**src/rtl/tick_period_meter.sv**
```systemverilog
// tick_period_meter: measures clock_in cycles between rising edges of a tick train,
// reporting each completed period over valid/ready with saturation and overrun flags.
module tick_period_meter #(
    parameter int WIDTH       = 16,
    parameter int SYNC_STAGES = 2
) (
    input  logic             clock_in,
    input  logic             reset,
    input  logic             pulse_in,
    output logic [WIDTH-1:0] period,
    output logic             period_valid,
    input  logic             period_ready,
    output logic             saturated,
    output logic             overrun
);
    typedef enum logic {ARM, MEASURE} state_t;
    state_t           state, state_d;
    logic             s, prev, rise;
    logic [WIDTH-1:0] count, count_d, period_d;
    logic             valid_d, sat_d, overrun_d;

    generate
        if (SYNC_STAGES == 0) begin : g_nosync
            assign s = pulse_in;
        end else begin : g_sync
            // preset high so a level already present at reset release is not an edge
            logic [SYNC_STAGES-1:0] sync;
            always_ff @(posedge clock_in or posedge reset)
                if (reset) sync <= '1;
                else sync <= SYNC_STAGES'({sync, pulse_in});
            assign s = sync[SYNC_STAGES-1];
        end
    endgenerate

    always_ff @(posedge clock_in or posedge reset)
        if (reset) prev <= 1'b1;
        else prev <= s;

    assign rise = s & ~prev;

    always_comb begin
        state_d   = state;
        count_d   = count;
        period_d  = period;
        sat_d     = saturated;
        valid_d   = period_valid & ~period_ready;
        overrun_d = overrun;
        if (state == ARM) begin
            if (rise) begin
                state_d = MEASURE;
                count_d = WIDTH'(1);
            end
        end else if (rise) begin
            period_d  = count;
            sat_d     = &count;
            valid_d   = 1'b1;
            overrun_d = overrun | (period_valid & ~period_ready);
            count_d   = WIDTH'(1);
        end else begin
            count_d = (&count) ? count : count + WIDTH'(1);
        end
    end

    always_ff @(posedge clock_in or posedge reset)
        if (reset) begin
            state        <= ARM;
            count        <= '0;
            period       <= '0;
            saturated    <= 1'b0;
            period_valid <= 1'b0;
            overrun      <= 1'b0;
        end else begin
            state        <= state_d;
            count        <= count_d;
            period       <= period_d;
            saturated    <= sat_d;
            period_valid <= valid_d;
            overrun      <= overrun_d;
        end
endmodule
```
**config.mk**
```make
export PLATFORM = sky130hd
export DESIGN_NAME = tick_period_meter
export DESIGN_NICKNAME = d
export VERILOG_FILES = /design/src/rtl/tick_period_meter.sv
export SDC_FILE = /design/constraint.sdc
export NUM_CORES = 1
export LEC_CHECK = 0
export CAP_MARGIN = 20
export CORE_MARGIN = 1
export CORE_UTILIZATION = 45
export DETAILED_ROUTE_END_ITERATION = 10
export GPL_ROUTABILITY_DRIVEN = 0
export PLACE_DENSITY = 0.76
export SYNTH_ARGS = -nofsm -noshare
export SYNTH_HDL_FRONTEND = slang
export SYNTH_SLANG_ARGS = --single-unit
```
**constraint.sdc**
```tcl
create_clock -name clock_in -period 1.9 [get_ports clock_in]
set_input_delay 0.19 -clock clock_in [delete_from_list [all_inputs] [get_ports clock_in]]
set_output_delay 0.19 -clock clock_in [all_outputs]
set_load 0.05 [all_outputs]
```
### Yosys cells after proc, flatten, opt, wreduce, memory -nomap -nowiden

Cells that the tools add are included.

| word-level totals | value |
|---|---|
| register bits | 39 |
| bits in latches | 0 |
| memory bits (writable) | 0 |
| memory bits (read-only) | 0 |
| bits of input ports | 4 |
| output and inout port bits | 19 |
| word-level logic and storage cells | 27 |
| memories | 0 |

| operators by class | value |
|---|---|
| add/subtract/negate cells | 1 |
| multiply operators | 0 |
| div/mod/pow operators | 0 |
| order comparisons | 0 |
| equality and inequality tests | 1 |
| shifts and indexed selects | 0 |
| muxes and demuxes | 8 |
| bitwise logic cells | 5 |
| reductions and logical operators | 4 |

Operators by type and width:

| operator | number |
|---|---|
| 16-bit 2-to-1 mux | 4 |
| 16-bit by 1-bit adder with 16-bit output (second input constant) | 1 |
| 16-bit AND reduction | 1 |
| 1-bit 2-to-1 mux | 4 |
| 2-bit AND reduction | 2 |
| 1-bit bitwise AND | 2 |
| 2-bit inequality test (second input constant) | 1 |
| 1-bit NOT | 2 |
| 2-bit nonzero test | 1 |
| 1-bit bitwise OR | 1 |

### Logic depth before layout (Yosys ltp)

| logic depth | value |
|---|---|
| depth after elaboration | 4 |
| gate-level depth with buffers | 5 |
| depth with buffers taken out | 5 |

### Worst setup path after synthesis

OpenSTA, ideal clock, no wires.

| path | value |
|---|---|
| kind | register -> register |
| start point | reg count[1] |
| end point | reg count[2] |
| library setup time | 0.087 ns |
| arrival | 1.542 ns |
| slack | 0.272 ns |
| cell stages (with the launch flop) | 6 |
| path through | dfrtp_1 > ha_1 > nand2_1 > nor4_4 > nand3_2 > a211oi_2 |

| on the way | value |
|---|---|
| word-level cells in the longest chain between the ends | 4 |
| elaborated cells between the ends (all ways) | 7 |
| those cells by class | add/sub (1); eq/ne (1); mux (3); reduce/logical (2) |

Ends and longest elaborated chain:

| item | line | text |
|---|---|---|
| start, declared | 19 | `logic [WIDTH-1:0] count, count_d, period_d;` |
| start signal, assigned | 74 | `count <= count_d;` |
| 16-bit by 1-bit adder with 16-bit output | 60 | `count_d = (&count) ? count : count + WIDTH'(1);` |
| 16-bit 2-to-1 mux | 60 |  |
| 16-bit 2-to-1 mux | 53 | `end else if (rise) begin` |
| 16-bit 2-to-1 mux | 48 | `if (state == ARM) begin` |

Several ways; a longest one is shown, not always the timed one. The select of a mux whose other input is x is not followed.
A chain may end at the register's enable or synchronous reset.

### Worst setup path in the final report

| path | value |
|---|---|
| start point | reg count[2] |
| end point | reg count[13] |

Same word-level chain as after synthesis.

==> impl_results.md <==
* Status: completed
* DRT Pass-1 Iters at 4
* GRT Util Overall at 0.2014
* Worst-path clk slew at 0.07 ns
* Core Box Area at 3716 sq um
* Hold depth at 1
* Count of final hold-check violations at 0
* Fmax achieved at 555.9 MHz
* R2R setup slack at 0.10 ns
* Final worst slack at 0.1012 ns
* PD cells at 1088 nW/um^2
* P_leak at 0.9779 nW
* CTS sink cnt at 39
* Count of different cell masters after synthesis at 39
* Number of synthesized register bits at 39
* Worst Hold Launch: pulse_in
* Pin count of the biggest net entering global routing at 40
* Peak supply drop at 0.4947 mV
* Via-per-instance ratio at 5.709
* CP max-delay cell: or4_1
* Commonest cells post-synth: dfrtp_1 (36), mux2_2 (14), nand2_1 (11)
* Synthesized area at 1762 sq um
* Hold Crit Class: in -> reg
* Vias at 1,313
* Num ports at 23
* Hold_buf cts at 0
* Final #Nets at 186
* Synth area leader: dfrtp_1
* Syn Area/Cell at 11.82 sq um
* Die Footprint at 4169 sq um
* Number of warnings issued by yosys at 0
* Num CTS Buffers at 5
* Register area share after synthesis at 0.5561
* Hold Path Sink: g_sync.sync[0]
* Drc violations at 0
* Max-slew violation count at 0
* RSZ-0062 raised after global routing: no
* Worst-path maximum fanout at 8
* Worst R2R Path Depth at 4
* Die X at 64.57 um
* Num rows at 22
* Slew margin rel. at 0.6665
* Worst Tran Pin Value at 0.4988 ns
* Area fraction of the dominant cell type after synthesis at 0.5114
* Syn Nets at 154
* Setup WS pre-CTS at 0.02621 ns
* Ratio of cells with drive above 1 in the final layout at 0.2473
* Crit-path cells: and4_1 -> nand4_4 -> or4_1 -> a21oi_1
* Gr ovfl total at 0
* DR WL/cell at 15.55 um
* Clock Path Buffers at 2
* Die Height at 64.57 um
* Setup Viol. Count Final at 0
* Worst Skew at 0.004690 ns
* Reg-to-reg endpoint: count[13]
* Starting Density at 0.4741
* Top cells by area, synth: dfrtp_1 (51%), mux2_2 (8.9%), dfstp_2 (4.5%)
* Remaining antenna violation count after routing at 0
* PortBufs at 22
* Critical path arrival at 2.01 ns
* Initial antenna violation count at 0
* H-Tree Depth at 2
* Inserted Diodes at 0
* Vias in the first global route at 1,345
* Detailed Place HPWL at 2558 um
* Critical Path Source Type: register
* Top-count cell post-synth: dfrtp_1
* Cells after Synth at 149
* Later-pin clock latency in the skew report at 0.29 ns
* CTS tree: done
* Final Critical Period at 1.799 ns
* Asr flop ratio synth at 1.000
* Slowest stage delay, CP at 0.50 ns
* Final period utilization at 0.9467
* CP Capture Type: register
* Area Overhead vs Synth at 25.50%
* Wire length of the first global-routing pass at 6127 um
* Crit Path Category: reg -> reg
* Max-cap viol count at 0
* Filler cells at 298
* CTS root buffer: clkbuf_8
* Fin cells at 230
* Total negative setup slack at 0 ns
* Placed instance count at 220
* Worst Path Required at 2.11 ns
* RR Startpoint: count[2]
* Total Power at 2.406 mW
* Starting DRT DRC Count at 81
* Final wirelength at 3577 um
* EDFF count, synth at 0
* Top FF cell, synth: dfrtp_1
[worst max-delay path, delay by kind of cell (launching register included)]
family	cells	cell delay, ns
DFF	1	0.47
AOI/OAI and AO/OA	1	0.17
and+or+nand+nor	3	1.08
[power by group]
part           leakage [nW]  switching, mW  internal (mW)
Combinational         0.411          0.409          0.264
Clock                0.0612          0.269          0.424
Sequential            0.506         0.0957          0.944
Total                 0.978          0.773           1.63
[cells in the final DEF, fill, tap and decap left out, types with 4 or more instances in the layout]
cell type	Yosys	final
dfrtp_1	36	36
clkdlybuf4s50_1	0	22
mux2_2	14	14
nand2_1	11	11
buf_4	0	10
o21ai_0	8	8
a21oi_1	8	8
nand3_1	6	6
clkbuf_8	0	6
nand2b_1	5	5
a31oi_1	4	4
nor3_1	4	4
[through the flow]
stage	hold slack, ns	instance area [sq um]	utilization
after floorplan	0.1945	1762	-
after CTS	0.2966	2183	0.5875
after detailed placement	0.3493	2066	0.5559
after global placement	0.3460	2066	0.5559
after global routing	0.3079	2211	0.5949
final	0.3074	2211	0.5949
[area by class of cell]
class	count	area (sq um)	share of cell area
Sequential cell	39	979.7	0.4431
Multi-Input combinational cell	100	747.0	0.3379
Timing Repair Buffer	32	295.3	0.1336
Clock buffer	6	82.58	0.03735
Tap cell	48	60.06	0.02716
Clock inverter	2	35.03	0.01585
Inverter	3	11.26	0.005093
[flip-flops by register name (all words and copies together) (netlist names)]
signal,flops
state,1
count,16
period_valid,1
g_sync.sync,2
prev,1
overrun,1
saturated,1
period,16
[worst max-delay path by stage]
stage,start,depth (start not counted),endpoint
after floorplan,count[1],5,count[2]
after global placement,count[1],5,count[14]
after detailed placement,count[1],5,count[3]
after CTS,count[1],5,count[3]
after global routing,count[1],5,count[10]
final,count[2],4,count[13]
[layer usage]
layer,routed length (um),up-vias,global-route usage,share of wire
li1,-,616,-,-
met1,1616,650,0.2457,0.45
met2,1739,41,0.3224,0.49
met3,157,6,0.05458,0.044
met4,64,0,0.1111,0.018
met5,0,-,0,0
[logic make-up (layout without fill, tap and decap cells)]
family	after synthesis	in the layout	share of synthesized area
compound gates	32	32	0.1200
xor+xnor	1	1	0.004972
fa+ha+maj	1	1	0.007101
buf+inv	10	43	0.02699
flops	39	39	0.5561
mux	15	15	0.09588
simple gates	51	51	0.1889
[repair_timing]
action	CTS	global route
setup buffers	0	2
resized for setup	0	3
endpoints found under the setup margin	0	11
Note: power is estimated with default switching activity, not from simulation.
